--- src/rtl/multiplexer_8_1.sv ---
// multiplexer_8_1: 8-lane round-robin arbiter feeding a one-word registered output stage.
// Latency: a lane granted in cycle N is presented on out/sel with out_valid=1 in cycle N+1.
// Backpressure: lanes are granted only while the stage is empty or being taken; 1 word/cycle when out_ready stays high.
//
// Ports:
//   clk, reset           rising-edge clock; synchronous active-high reset
//   in_valid, in_ready   per-lane handshake; in_ready is one-hot or zero
//   in_data              lane i data on bits [i*WIDTH +: WIDTH]
//   out, sel, out_valid  registered word, index of its source lane, word-present flag
//   out_ready            consumer accepts out/sel this cycle when out_valid=1
module multiplexer_8_1 #(
  parameter int WIDTH = 1
) (
  input  logic               clk,
  input  logic               reset,
  input  logic [7:0]         in_valid,
  input  logic [8*WIDTH-1:0] in_data,
  output logic [7:0]         in_ready,
  output logic [WIDTH-1:0]   out,
  output logic [2:0]         sel,
  output logic               out_valid,
  input  logic               out_ready
);

  typedef enum logic {
    EMPTY = 1'b0,
    FULL  = 1'b1
  } state_e;

  state_e           state_q, state_d;
  logic [WIDTH-1:0] out_q, out_d;
  logic [2:0]       sel_q, sel_d;
  logic [2:0]       ptr_q, ptr_d;

  logic             load;
  logic             any_vld;
  logic             grant_vld;
  logic [2:0]       grant_idx;
  logic [2:0]       scan_idx;
  logic [WIDTH-1:0] grant_dat;

  // Round-robin scan starting just after the last granted lane. The final
  // step (k=8) wraps back onto ptr itself, so a lone persistent requester
  // is still granted every load cycle.
  always_comb begin
    any_vld   = |in_valid;
    grant_vld = 1'b0;
    grant_idx = '0;
    scan_idx  = '0;
    for (int k = 1; k <= 8; k++) begin
      scan_idx = ptr_q + 3'(k);
      if (!grant_vld && in_valid[scan_idx]) begin
        grant_vld = 1'b1;
        grant_idx = scan_idx;
      end
    end
  end

  // Winning lane's data; the data path never feeds back into the grant.
  always_comb begin
    grant_dat = '0;
    for (int i = 0; i < 8; i++) begin
      if (grant_idx == 3'(i)) begin
        grant_dat = in_data[i*WIDTH +: WIDTH];
      end
    end
  end

  // Stage can accept a new word when empty or when its word leaves this cycle.
  always_comb begin
    load     = (state_q == EMPTY) || out_ready;
    in_ready = 8'b0;
    // Held at zero during reset so no lane believes it transferred a word
    // that the reset is about to drop.
    if (load && any_vld && !reset) begin
      in_ready = 8'b1 << grant_idx;
    end
  end

  always_comb begin
    state_d = state_q;
    out_d   = out_q;
    sel_d   = sel_q;
    ptr_d   = ptr_q;
    if (load) begin
      if (grant_vld) begin
        state_d = FULL;
        out_d   = grant_dat;
        sel_d   = grant_idx;
        ptr_d   = grant_idx;
      end else begin
        state_d = EMPTY;
      end
    end
  end

  // ptr resets to 7 so lane 0 wins the first arbitration after reset.
  always_ff @(posedge clk) begin
    if (reset) begin
      state_q <= EMPTY;
      out_q   <= '0;
      sel_q   <= '0;
      ptr_q   <= 3'd7;
    end else begin
      state_q <= state_d;
      out_q   <= out_d;
      sel_q   <= sel_d;
      ptr_q   <= ptr_d;
    end
  end

  assign out       = out_q;
  assign sel       = sel_q;
  assign out_valid = (state_q == FULL);

endmodule

--- config.mk ---
export PLATFORM = sky130hd
export DESIGN_NAME = multiplexer_8_1
export DESIGN_NICKNAME = d
export VERILOG_FILES = /design/src/rtl/multiplexer_8_1.sv
export SDC_FILE = /design/constraint.sdc
export NUM_CORES = 1
export LEC_CHECK = 0
export CAP_MARGIN = 20
export CORE_ASPECT_RATIO = 0.7
export CORE_MARGIN = 4
export CORE_UTILIZATION = 35
export DETAILED_ROUTE_END_ITERATION = 6
export SLEW_MARGIN = 30
export SYNTH_ARGS = -nofsm -noshare
export SYNTH_HDL_FRONTEND = slang
export SYNTH_SLANG_ARGS = --single-unit
export TNS_END_PERCENT = 30
--- constraint.sdc ---
create_clock -name clk -period 5.65 [get_ports clk]
set_input_delay 1.13 -clock clk [delete_from_list [all_inputs] [get_ports clk]]
set_output_delay 1.13 -clock clk [all_outputs]
set_load 0.02 [all_outputs]
==> impl_metrics.csv <==
group,metric,value,unit
floorplanning,fp.dieW,83.43,um
yosys,synth_cells,158,
layout,antenna_cells,0,
detailed_routing,via_per_inst,5.988,
power,leakage,0.8306,nW
placement,dp_hpwl,3.313,mm
yosys,synth_edf_count,0,
run_status,outcome,"completed",
detailed_routing,vias,1491,
yosys,yosys-top-cells-area,"mux4_2, dfxtp_1, mux2i_1",
power,finalPower,0.001354,W
detailed_routing,drtIter0Drc,190,
yosys,synth_cell_type_count,53,
worst_setup_path,crit_end,"in_ready[6]",
yosys,ys_ff_latch,8,
layout,regArea,160.2,um2
layout,multi_input_area,1162,um2
floorplanning,core-area,3671,um2
placement,portBuffers,31,
worst_setup_path,end_kind,"output port",
yosys,syn_avg_cell_area,8.822,um2
yosys,synth.largest_area_cell,"mux4_2",
clock_tree,clk_pin_slew,0.04,ns
timing,fin_ws,0.1984,ns
placement,gp_congestion,0.9332,
detailed_routing,ant_nets,0,
timing,rsz0062_at_grt,"no",
layout,fillers,336,
timing,max_slew_margin,66.36,%
worst_setup_path,cp-startpoint,"in_valid[3]",
worst_setup_path,cp.arrival,4.32,ns
worst_setup_path,r2r-start,"ptr_q[0]",
floorplanning,start_util,37.97,%
worst_setup_path,crit_buf_inv,2,
floorplanning,die_h,60.80,um
yosys,netlist_area,1394,um2
yosys,yosys_warnings,0,
clock_tree,cts-root-buf,"clkbuf_8",
grt,gr-total-overflow,0,
worst_setup_path,reg2reg_slack,1.81,ns
yosys,async_flop_share,0,%
grt,grt_usage,16.64,%
yosys,syn_nets,179,
worst_setup_path,cp_top_family,"simple AND/OR/NAND/NOR gates",
clock_tree,clock_sinks,8,
worst_setup_path,cp-start-kind,"input port",
yosys,yosysSeqAreaShare,11.49,%
clock_tree,cts_tree,"built",
flow_run,maxCapViolCount,0,
worst_setup_path,crit_chain,"clkdlybuf4s50_1 -> mux4_2 -> mux2_2 -> o22a_1 -> or3_1 -> a21oi_1 -> nor4_4 -> or3_4 -> nor3_1 -> dlygate4sd2_1",
worst_setup_path,crit_type,"input port to output port",
floorplanning,die-area,5072,um2
power,swShare,48.65,%
floorplanning,io_pins,32,
power,comb_power_share,87.7,%
clock_tree,post_cts_buffers,0,
clock_tree,cts_buffers,3,
power,p_seq_share,7.4,%
timing,post-route-period-util,96.49,%
worst_setup_path,cp_num_cells,10,
power,p_clk_share,4.9,%
floorplanning,row_count,18,
clock_tree,clk_latency,0.22,ns
clock_tree,cts_buffer_depth,2,
yosys,synth_ff_type,"dfxtp_1",
timing,finalMaxSlewViolations,0,
grt,antenna_found_initial,0,
grt,grt_max_degree,18,
worst_setup_path,slowest_delay,0.54,ns
worst_setup_path,worst_ep_required_time,4.52,ns
detailed_routing,drt-wirelength-per-cell,16.84,um
yosys,synth_top_area_share,22.62,%
power,peakVddDrop,0.3623,mV
timing,min_period,5.452,ns
min_path,worstHoldPathType,"flip-flop to flip-flop",
layout,drive_above_1_share,23.12,%
power,p_per_area,713.0,nW/um2
timing,finalHoldViolCount,0,
timing,worstMarginPinSlew,0.5038,ns
detailed_routing,drt-pass1-iter-count,4,
grt,grt_pass1_wl,6.865,mm
worst_setup_path,cp_slowest_cell,"mux4_2",
clock_tree,h-tree-depth,1,
layout,layout.nets,222,
timing,setup_violations,0,
timing,skew,0.0001849,ns
detailed_routing,drc,0,
timing,timing.fmax,183.4,MHz
timing,setup-tns-final,0,ns
grt,grt_pass1_vias,1416,
power,power.switching,0.0006589,W
worst_setup_path,reg2reg_depth,12,
worst_setup_path,r2r_end,"out",
power,internal_power,0.0006953,W
layout,syn2layout_area_growth,36.27,%
layout,finish.utilization,51.74,%
placement,dpl_worst_slack,0.006158,ns
detailed_routing,wl,4.194,mm
worst_setup_path,crit_fanout,8,
-- how the worst min path moves through the flow --
stage,cells past startpoint,start,endpoint
floorplan,2,sel[0],sel[0]
global placement,2,sel[0],sel[0]
detailed placement,2,sel[2],sel[2]
CTS,2,sel[2],sel[2]
global route,2,sel[2],sel[2]
finish,2,sel[2],sel[2]
-- cell families (layout without fill, tap and decap cells) --
family          count (synthesis)  after routing  share of synthesized area [%]
flops                           8              8                          11.49
buf+inv                        16             57                          6.193
xor+xnor                        2              2                          1.257
mux                            33             33                          37.25
simple gates                   60             60                          22.98
compound gates                 37             37                          19.03
fa+ha+maj                       2              2                          1.795
-- Yosys cell counts, drive strengths merged (2+ instances only) --
cell type,number
mux4,14
inv,6
dfxtp,8
or4,2
clkbuf,2
or2,2
nand2,14
nor3b,3
a221oi,2
ha,2
a21oi,12
nor2,16
nor4,2
nor3,4
and2,2
a211oi,3
nand2b,5
mux2,8
o31a,2
buf,7
nand3,3
or3,3
nor2b,2
mux2i,11
o21ai,5
-- cell type report --
type                            count  area share (%)
Multi-Input combinational cell    134           61.20
Timing Repair Buffer               47           23.52
Sequential cell                     8           8.432
Tap cell                           50           3.294
Clock buffer                        3           2.174
Inverter                            7           1.383
-- worst register-to-register path, cell delays in order (launching register included) --
cell,delay [ns]
dfxtp_1,0.33
inv_1,0.12
ha_1,0.50
buf_4,0.23
mux2i_1,0.32
mux4_2,0.39
nor3b_2,0.28
nand3b_1,0.18
or3_1,0.44
o21ai_4,0.16
mux4_2,0.54
a21oi_1,0.15
o21ai_1,0.08
-- through the flow --
| stage | area (um2) | instances | hold WS [ns] |
|---|---|---|---|
| 4_1_cts | 1867 | 249 | 0.4676 |
| 5_1_grt | 1899 | 249 | 0.4935 |
| 3_5_place_dp | 1827 | 246 | 0.4568 |
| 3_3_place_gp | 1827 | 246 | 0.4476 |
| 6_report | 1899 | 249 | 0.4623 |
| 2_1_floorplan | 1394 | 158 | 0.5345 |
-- repair_timing --
item                       CTS  global route
hold buffers                 0             0
pin swaps                    0             0
gates resized for setup      1            10
setup endpoints to repair    1             7
-- power by group through the flow --
stage / combinational [W] / clock, W / sequential [W]
6_report: 0.00119 / 0.0000668 / 0.0000996
5_1_grt: 0.00129 / 0.0000730 / 0.000102
4_1_cts: 0.00116 / 0.0000695 / 0.0000994
3_5_place_dp: 0.00116 / 0 / 0.000100
3_3_place_gp: 0.00115 / 0 / 0.0000983
2_1_floorplan: 0.000831 / 0 / 0.000103
-- routing by layer --
metal / GRT usage (%) / vias up / routed length [um]
li1: - / 697 / -
met1: 23.61 / 717 / 1878
met2: 26.94 / 71 / 1972
met3: 3.121 / 6 / 302
met4: 3.440 / 0 / 41
met5: 0 / - / 0
-- state kept, by name, summed over array words and instances (netlist names) --
name,flops
out_valid,1
sel,3
out,1
ptr_q,3
-- layout by cell type, fill, tap and decap left out, types with 5 or more instances in the layout --
master	count
nand2b_1	5
dlymetal6s2s_1	7
mux2_2	6
clkdlybuf4s50_1	23
nor2_1	16
mux2i_1	11
dfxtp_1	8
mux4_2	14
buf_4	16
inv_1	6
a21oi_1	12
nand2_1	14
No activity file was read; power rests on OpenSTA's default activity.
